File: src/rtl/alu_pkg.sv
// Shared ALU encodings: operation classes from main control, R-type funct codes,
// and the 4-bit ALU operation selects used by both the control unit and the ALU.
package alu_pkg;

  localparam logic [1:0] ALUOP_ADD   = 2'b00;
  localparam logic [1:0] ALUOP_SUB   = 2'b01;
  localparam logic [1:0] ALUOP_RTYPE = 2'b10;
  localparam logic [1:0] ALUOP_RSVD  = 2'b11;

  localparam logic [5:0] FN_ADD  = 6'b100000;
  localparam logic [5:0] FN_ADDU = 6'b100001;
  localparam logic [5:0] FN_SUB  = 6'b100010;
  localparam logic [5:0] FN_SUBU = 6'b100011;
  localparam logic [5:0] FN_AND  = 6'b100100;
  localparam logic [5:0] FN_OR   = 6'b100101;
  localparam logic [5:0] FN_XOR  = 6'b100110;
  localparam logic [5:0] FN_NOR  = 6'b100111;
  localparam logic [5:0] FN_SLT  = 6'b101010;
  localparam logic [5:0] FN_SLTU = 6'b101011;

  localparam logic [3:0] CTRL_AND = 4'b0000;
  localparam logic [3:0] CTRL_OR  = 4'b0001;
  localparam logic [3:0] CTRL_ADD = 4'b0010;
  localparam logic [3:0] CTRL_SUB = 4'b0110;
  localparam logic [3:0] CTRL_SLT = 4'b0111;
  localparam logic [3:0] CTRL_NOR = 4'b1100;
  localparam logic [3:0] CTRL_XOR = 4'b1101;
  localparam logic [3:0] CTRL_ILL = 4'b1111;

endpackage

File: src/rtl/alu_ctrl_decode.sv
// Pure combinational decode of {ALUOp, funct} into an ALU operation select.
// Anything not decodable yields CTRL_ILL with illegal raised.
module alu_ctrl_decode
  import alu_pkg::*;
(
  input  logic [5:0] ins,
  input  logic [1:0] aluop,
  output logic [3:0] ctrl,
  output logic       illegal
);

  always_comb begin
    ctrl    = CTRL_ILL;
    illegal = 1'b1;
    case (aluop)
      ALUOP_ADD: begin
        ctrl    = CTRL_ADD;
        illegal = 1'b0;
      end
      ALUOP_SUB: begin
        ctrl    = CTRL_SUB;
        illegal = 1'b0;
      end
      ALUOP_RTYPE: begin
        illegal = 1'b0;
        case (ins)
          FN_ADD, FN_ADDU: ctrl = CTRL_ADD;
          FN_SUB, FN_SUBU: ctrl = CTRL_SUB;
          FN_AND:          ctrl = CTRL_AND;
          FN_OR:           ctrl = CTRL_OR;
          FN_XOR:          ctrl = CTRL_XOR;
          FN_NOR:          ctrl = CTRL_NOR;
          FN_SLT, FN_SLTU: ctrl = CTRL_SLT;
          default: begin
            ctrl    = CTRL_ILL;
            illegal = 1'b1;
          end
        endcase
      end
      default: begin
        ctrl    = CTRL_ILL;
        illegal = 1'b1;
      end
    endcase
  end

endmodule

File: src/rtl/alu_control_unit.sv
// ALU control unit: funct/ALUOp decode with an optional one-cycle output register.
// With OUT_REG=0 the outputs are the raw decode and clk/rst_n are ignored.
module alu_control_unit
  import alu_pkg::*;
#(
  parameter bit OUT_REG = 1'b0
) (
  input  logic       clk,
  input  logic       rst_n,
  input  logic [5:0] ins,
  input  logic [1:0] ALUOp,
  output logic [3:0] ALUctrl,
  output logic       illegal
);

  logic [3:0] ctrl_next;
  logic       illegal_next;

  alu_ctrl_decode u_decode (
    .ins     (ins),
    .aluop   (ALUOp),
    .ctrl    (ctrl_next),
    .illegal (illegal_next)
  );

  generate
    if (OUT_REG) begin : g_reg
      logic [3:0] ctrl_reg;
      logic       illegal_reg;

      // Async clear so a reset mid-cycle drops any pending decode at once.
      always_ff @(posedge clk or negedge rst_n) begin
        if (!rst_n) begin
          ctrl_reg    <= CTRL_AND;
          illegal_reg <= 1'b0;
        end else begin
          ctrl_reg    <= ctrl_next;
          illegal_reg <= illegal_next;
        end
      end

      assign ALUctrl = ctrl_reg;
      assign illegal = illegal_reg;
    end else begin : g_comb
      logic unused_clk_rst;
      assign unused_clk_rst = clk ^ rst_n;
      assign ALUctrl = ctrl_next;
      assign illegal = illegal_next;
    end
  endgenerate

endmodule

File: config.mk
export PLATFORM = sky130hd
export DESIGN_NAME = alu_control_unit
export DESIGN_NICKNAME = d
export VERILOG_FILES = /design/src/rtl/alu_pkg.sv /design/src/rtl/alu_ctrl_decode.sv /design/src/rtl/alu_control_unit.sv
export SDC_FILE = /design/constraint.sdc
export NUM_CORES = 1
export LEC_CHECK = 0
export CORE_AREA = 2 2 39 41
export DETAILED_ROUTE_END_ITERATION = 7
export DIE_AREA = 0 0 41 43
export PLACE_DENSITY = 0.34
export SLEW_MARGIN = 20
export SYNTH_ARGS = -nofsm -noshare
export SYNTH_HDL_FRONTEND = slang
export SYNTH_SLANG_ARGS = --single-unit
export TNS_END_PERCENT = 50
File: constraint.sdc
create_clock -name vclk -period 1.7
set_clock_uncertainty 0.15 [all_clocks]
set_input_delay 0.425 -clock vclk [all_inputs]
set_output_delay 0.425 -clock vclk [all_outputs]
set_load 0.005 [all_outputs]
==> metrics, run 1 <==
number of DRC markers in iteration 0 1; GRT Total Usage under 10%; commonest non-fill, non-tap cell in the layout buf_2; fin crit period 1890 ps; Avg WL per Cell 8.37 um; Cell Area, Synth 87.6 um2; Crit-path slowest cell or4b_1; Filler Cells Inserted 168; TritonRoute pass-1 iters 2; Power Dens Cells roughly 190 nW/um2; Core ar. 1380 um2; initial antenna violation count 0; setup ws final -187 ps; grt ovf 0; CP Launch Point ins[3]; Synth Area in XOR/XNOR 10.0%; violated checks setup timing; Critical Path Sink Type primary output; initial core utilization under 10%; critical path endpoint ALUctrl[2]; worst ir drop on vdd 0.0363 mV; Worst Hold Class input port to primary output; post-route insts no fill 46; Final nets 42; RSZ-0062 raised after global routing yes; Hold Startpoint ALUOp[0]; Post-DP Area 260 um2; Compound-Gate Fraction of Synth Area 40.0%; vias in the first global route ~130; total wire length 385 um; Seq cells 0; Worst-Margin Slew 179 ps; Crit Path Class input port to primary output; Routability Congestion 0.596; vias per std cell 3.39; crit path DAT between 1000 and 1500 ps; worst slack, placed -876 ps; top sig layer met3; Syn. warnings 0; Hold Path Depth 3; Remaining DRCs 0; Worst Path Max Fanout 2; part of the cycle the worst path needs 111%; Synth Net Count 23; IO Port Bufs 13; post-synthesis sequential area ratio 0%; Leakage 0.119 nW; Final Cell Area 259 um2; Final ANT Viol Nets 0; CLK BUF 0; wl on met1 157 um; top-area cell type share of the netlist area 25.7%; fin. max-slew vios 0; Post-Synthesis Cells 13; Fmax achieved 0.530 GHz; # IOs 15; largest net degree at the start of global routing 6; area growth from synthesis to layout 196%; chip height 43 um; Yosys top cell by area a21boi_0; Antenna Cells 0; DP Cell Count 45; status finished with violations; number of max-cap violations 0; fin util between 10% and 20%; setup TNS -248 ps; die area 1760 um2; DP HPWL between 300 and 400 um; relative slew slack 88.0%; multi-input gate area in the final layout about 100 um2; CP Data Required Time 1120 ps; via count 156; Storage cell area 0 um2; final hold vios 0; die extent in x 41 um; Final setup viols 3; CP startpoint kind input port; first-pass GRT wire length 524 um; Synth Area in Adders 0%; CP peak stage delay 520 ps; wire length on met3 30 um; top cells by area, synth a21boi_0 (26%), or4b_1 (11%), xor2_1 (10%); commonest cells after routing, fill and taps aside buf_2 (7), buf_6 (5); Yosys cell types 10; fraction of the mapped netlist area in simple logic gates 50.0%; ratio of cells with drive above 1 in the final layout 60.0%; Rows 14; main combinational cell family by area after synthesis simple AND/OR/NAND/NOR gates; critical path cell sequence buf_6, or4b_1, a21o_1, buf_2; post-synthesis mux area share 0%; WL met2 approximately 200 um; syn_area_per_cell between 6 and 7 um2
Yosys cell counts, drive strengths merged:
cell type  count
or2b           1
nor3b          1
o21ai          1
nor2b          1
xor2           1
a21o           1
a21boi         3
nand2          2
or4b           1
nand3          1
worst max-delay path: cells and delay by family:
kind	cells	cell delay, ps
AO/OA/AOI/OAI	1	160
buffers and inverters	2	210
AND/OR/NAND/NOR	1	520
per-layer routing:
layer / up-vias / GRT usage [%]
li1: 83 / -
met1: 68 / 5.06
met2: 5 / 7.19
met3: 0 / 0.524
met4: 0 / 0
met5: - / 0
repair_timing:
action,4_1_cts,5_1_grt
pin swaps,5,3
hold buffers,0,0
setup buffers,1,0
endpoints found under the setup margin,5,5
gates resized for setup,53,4
where the power goes:
part           total, mW  internal [mW]  switching, mW
Clock                  0              0              0
Sequential             0              0              0
Combinational     0.0487         0.0311         0.0177
per-stage QoR:
stage / total power, mW / hold WS [ps]
4_1_cts: 0.0454 / 972
2_1_floorplan: 0.0119 / 759
6_report: 0.0487 / 971
3_5_place_dp: 0.0520 / 1710
3_3_place_gp: 0.0519 / 1710
5_1_grt: 0.0527 / 988
logic make-up (layout without fill, tap and decap cells):
logic type             Yosys count  after routing
AND/OR/NAND/NOR                  7              7
AO/OA/AOI/OAI                    5              5
XOR/XNOR                         1              1
buffers and inverters            0             17
layout make-up:
cell class | count | share of cell area (%)
Multi-Input combinational cell | 13 | 40.1
Tap cell | 16 | 7.73
Timing Repair Buffer | 17 | 52.2
how the worst min path moves through the flow:
stage	to
global route	ALUctrl[2]
CTS	ALUctrl[2]
detailed placement	ALUctrl[2]
global placement	ALUctrl[0]
floorplan	ALUctrl[1]
finish	ALUctrl[2]
(Power assumes the default switching activity.)
==> run 2: changes to the inputs <==
--- a/config.mk
+++ b/config.mk
@@ -8,7 +8,7 @@
 export CORE_AREA = 2 2 39 41
 export DETAILED_ROUTE_END_ITERATION = 7
 export DIE_AREA = 0 0 41 43
-export PLACE_DENSITY = 0.34
+export PLACE_DENSITY = 0.35
 export SLEW_MARGIN = 20
 export SYNTH_ARGS = -nofsm -noshare
 export SYNTH_HDL_FRONTEND = slang
==> constraint.sdc (replaced) <==
create_clock -name vclk -period 1.6
set_clock_uncertainty 0.15 [all_clocks]
set_input_delay 0.4 -clock vclk [all_inputs]
set_output_delay 0.4 -clock vclk [all_outputs]
set_load 0.005 [all_outputs]
==> metrics, run 2 (synthesis results as in run 1) <==
status finished with violations (unchanged); violated checks setup timing (unchanged); die area 1760 um2 (unchanged); Core ar. 1380 um2 (unchanged); first-pass GRT wire length 593 um (was 524 um); worst ir drop on vdd 0.0237 mV (was 0.0363 mV); Worst Path Max Fanout 2 (unchanged); Critical Path Sink Type primary output (unchanged); fin crit period 1830 ps; CP startpoint kind input port (unchanged); grt ovf 0 (unchanged); setup ws final -226 ps (was -187 ps); number of DRC markers in iteration 0 0 (was 1); CP Launch Point ins[3] (unchanged); TritonRoute pass-1 iters 1 (was 2); fin. max-slew vios 0 (unchanged); Worst-Margin Slew 170 ps (was 179 ps); Fmax achieved 0.548 GHz; largest net degree at the start of global routing 6 (unchanged); Clk network pwr share 0% (about the same); critical path endpoint ALUctrl[2] (unchanged); crit path DAT 1280 ps (was 1310 ps); CP Data Required Time 1050 ps (was 1120 ps); commonest cells after routing, fill and taps aside buf_2 (4), buf_6 (4), dlygate4sd2_1 (3), clkbuf_2 (3), buf_4 (3) (was buf_2 (7), buf_6 (5)); Final Cell Area 253 um2 (was 259 um2); vias per std cell 3.61 (was 3.39); part of the cycle the worst path needs 114%; Avg WL per Cell 8.59 um (was 8.37 um); DP Cell Count 45 (unchanged); GRT Total Usage 4.40% (was 4.00%); relative slew slack 88.6% (was 88.0%); Final setup viols 5 (was 3); sequential share of power 0% (about the same); Crit Path Class input port to primary output (unchanged); CLK BUF 0 (unchanged); Seq cells 0 (unchanged); Final ANT Viol Nets 0 (unchanged); Remaining DRCs 0 (unchanged); Routability Congestion 0.467 (was 0.596); die extent in x 41 um (unchanged); Leakage 0.120 nW (was 0.119 nW); post-route insts no fill 46 (unchanged); CTS Hold Bufs 0 (unchanged); number of max-cap violations 0 (unchanged); sw frac 37.7% (was 36.2%); Power Dens Cells 200 nW/um2 (was 188 nW/um2); Worst Hold Class input port to primary output (unchanged); critical path cell sequence buf_6, or4b_1, a21o_1, buf_2 (unchanged); RSZ-0062 raised after global routing yes (unchanged); Filler Cells Inserted 167 (was 168); initial core utilization 6.33% (unchanged); final hold vios 0 (unchanged); IO Port Bufs 13 (unchanged); Final Power 0.0505 mW (was 0.0487 mW); NetSw 0.0190 mW (was 0.0177 mW); multi-input gate area in the final layout 104 um2 (unchanged); Hold Worst Slack 922 ps (was 971 ps); Rows 14 (unchanged); # IOs 15 (unchanged); Final nets 42 (unchanged); vias in the first global route 166 (was 132); Crit-path slowest cell or4b_1 (unchanged); chip height 43 um (unchanged); Gate power share 100.0% (about the same); Post-DP Area 260 um2 (unchanged); Antenna Cells 0 (unchanged); internal power 0.0314 mW (was 0.0311 mW); total wire length 395 um (was 385 um); area growth from synthesis to layout 189% (was 196%); ratio of cells with drive above 1 in the final layout 56.7% (was 60.0%); DP HPWL 321 um (was 323 um); via count 166 (was 156); Storage cell area 0 um2 (unchanged); CP peak stage delay 510 ps (was 520 ps); initial antenna violation count 0 (unchanged)
run 2: cell types whose count changed in the layout (fill, tap and decap cells not counted), sizes merged:
cell and change:
clkbuf +3, buf -3, clkdlybuf4s15 -1, dlygate4sd2 +1
run 2: what timing repair did:
action                     in CTS  in global routing
setup endpoints to repair       5                  5
pin swaps                       7                  3
gates resized for setup        42                  8
buffers inserted                2                  0
run 2: worst max-delay path, delay by kind of cell:
kind,cells,cell delay [ps]
and+or+nand+nor,1,510
buffers and inverters,2,210
AOI/OAI and AO/OA,1,160
run 2: how the worst min path moves through the flow:
stage	start	end	slack (ps)	depth (start not counted)
floorplan	ins[2]	ALUctrl[1]	710	1
global placement	ALUOp[0]	ALUctrl[2]	1660	3
detailed placement	ins[2]	ALUctrl[1]	1670	3
CTS	ALUOp[0]	ALUctrl[2]	930	3
global route	ALUOp[0]	ALUctrl[2]	960	3
finish	ALUOp[0]	ALUctrl[2]	920	3
run 2: cell type report:
type                            count  area share [%]
Multi-Input combinational cell     13            41.1
Tap cell                           16            7.92
Timing Repair Buffer               17            51.0
run 2: per-stage QoR:
step	worst slack [ps]	setup TNS, ps	util, %
global route	-248	-838	18.3
finish	-226	-574	18.3
detailed placement	-898	-4310	18.8
CTS	-252	-1050	18.8
floorplan	-24.0	-24.0	-
global placement	-889	-4250	18.8
run 2: power groups by stage:
stage               sequential (mW)  clock (mW)  combinational (mW)
floorplan                         0           0              0.0127
global placement                  0           0              0.0550
detailed placement                0           0              0.0555
CTS                               0           0              0.0495
global route                      0           0              0.0555
finish                            0           0              0.0505
run 2: routing by layer:
metal	vias to the layer above	GRT usage [%]	wire, um
met4	0	0	0
met5	-	0	0
met1	77	3.80	135
li1	83	-	-
met2	6	10.0	220
met3	0	0	40
==> run 3: changes to the inputs <==
--- a/config.mk
+++ b/config.mk
@@ -8,9 +8,9 @@
 export CORE_AREA = 2 2 39 41
 export DETAILED_ROUTE_END_ITERATION = 7
 export DIE_AREA = 0 0 41 43
+export GPL_ROUTABILITY_DRIVEN = 0
 export PLACE_DENSITY = 0.35
 export SLEW_MARGIN = 20
 export SYNTH_ARGS = -nofsm -noshare
 export SYNTH_HDL_FRONTEND = slang
 export SYNTH_SLANG_ARGS = --single-unit
-export TNS_END_PERCENT = 50
==> metrics, run 3 (synthesis results as in run 1) <==
CP Launch Point ins[3] (unchanged); Final nets 45 (was 42); Rows 14 (unchanged); grt ovf 0 (unchanged); CP Data Required Time 1050 ps (about the same); final hold vios 0 (unchanged); Avg WL per Cell 8.82 um (was 8.59 um); Seq cells 0 (unchanged); Post-DP Area 260 um2 (unchanged); Fmax achieved 0.547 GHz (was 0.548 GHz); violated checks setup timing (unchanged); initial antenna violation count 0 (unchanged); via count 175 (was 166); first-pass GRT wire length 614 um (was 593 um); multi-input gate area in the final layout 110 um2 (was 104 um2); die extent in x 41 um (unchanged); largest net degree at the start of global routing 6 (unchanged); vias in the first global route 170 (was 166); critical path endpoint ALUctrl[2] (unchanged); total wire length 432 um (was 395 um); Hold Worst Slack 899 ps (was 922 ps); Hold Path Depth 3 (unchanged); ratio of cells with drive above 1 in the final layout 63.6% (was 56.7%); # IOs 15 (unchanged); setup ws final -227 ps (was -226 ps); number of DRC markers in iteration 0 2 (was 0); initial core utilization 6.33% (unchanged); Power Dens Cells 206 nW/um2 (was 200 nW/um2); Final Cell Area 292 um2 (was 253 um2); crit path DAT 1280 ps (about the same); Worst Hold Class input port to primary output (unchanged); status finished with violations (unchanged); worst ir drop on vdd 0.0286 mV (was 0.0237 mV); Core ar. 1380 um2 (unchanged); GRT Total Usage 4.50% (was 4.40%); CTS Hold Bufs 0 (unchanged); IO Port Bufs 13 (unchanged); die area 1760 um2 (unchanged); DP HPWL 321 um (unchanged); CP startpoint kind input port (unchanged); vias per std cell 3.57 (was 3.61); CLK BUF 0 (unchanged); Storage cell area 0 um2 (unchanged); TritonRoute pass-1 iters 2 (was 1); Crit Path Class input port to primary output (unchanged); chip height 43 um (unchanged); fin crit period 1830 ps (about the same); Final ANT Viol Nets 0 (unchanged); Final setup viols 4 (was 5); fin. max-slew vios 0 (unchanged); number of max-cap violations 0 (unchanged); relative slew slack 89.5% (was 88.6%); commonest cells after routing, fill and taps aside buf_6 (7), buf_2 (7), buf_4 (4) (was buf_2 (4), buf_6 (4), dlygate4sd2_1 (3), clkbuf_2 (3), buf_4 (3)); Leakage 0.139 nW (was 0.120 nW); Final Power 0.0602 mW (was 0.0505 mW); part of the cycle the worst path needs 114% (about the same); Worst Path Max Fanout 2 (unchanged); Remaining DRCs 0 (unchanged); RSZ-0062 raised after global routing yes (unchanged); Antenna Cells 0 (unchanged); Critical Path Sink Type primary output (unchanged); Worst-Margin Slew 157 ps (was 170 ps); Filler Cells Inserted 165 (was 167); area growth from synthesis to layout 233% (was 189%)
## run 3: cell count changes in the layout (fill, tap and decap cells not counted), sizes merged
cell         previous run  this run
buf                    11        18
clkbuf                  3         0
dlygate4sd2             3         2
## run 3: through the flow
stage                     setup TNS (ps)  worst slack [ps]  util (%)  cells
after floorplan                    -24.0             -24.0         -     13
after global placement             -4250              -889      18.8     45
after detailed placement           -4310              -898      18.8     45
after CTS                           -568              -252      18.3     48
after global routing                -722              -246      21.1     49
final                               -457              -227      21.1     49
## run 3: what timing repair did
action,4_1_cts,5_1_grt
pin swaps,9,3
setup endpoints to repair,5,5
setup buffers,3,1
resized for setup,55,6
## run 3: power breakdown
part | switching, mW | leakage, nW | total (mW) | internal [mW]
logic | 0.0213 | 0.139 | 0.0602 | 0.0388
registers | 0 | 0 | 0 | 0
clock network | 0 | 0 | 0 | 0
total | 0.0213 | 0.139 | 0.0602 | 0.0388
## run 3: worst min-delay path by stage
| stage | startpoint | to | slack, ps |
|---|---|---|---|
| after floorplan | ins[2] | ALUctrl[1] | 710 |
| after global placement | ALUOp[0] | ALUctrl[2] | 1660 |
| after CTS | ALUOp[0] | ALUctrl[2] | 930 |
| final | ALUOp[0] | ALUctrl[2] | 900 |
| after detailed placement | ins[2] | ALUctrl[1] | 1670 |
| after global routing | ALUOp[0] | ALUctrl[2] | 920 |
## run 3: critical path: stages
cell and delay [ps]:
buf_6 90, or4b_1 510, a21o_1 160, buf_2 120
## run 3: layout make-up
cell class,instances,share of cell area [%]
multi-input cells,13,37.8
well taps,16,6.87
repair buffers,20,55.4
## run 3: layer usage
layer	GRT usage, %	share of wire (%)	vias to the layer above	wire length (um)
met4	0	0	0	0
met5	0	0	-	0
li1	-	-	88	-
met1	4.43	34	81	149
met2	9.69	56	6	241
met3	0	9.5	0	41
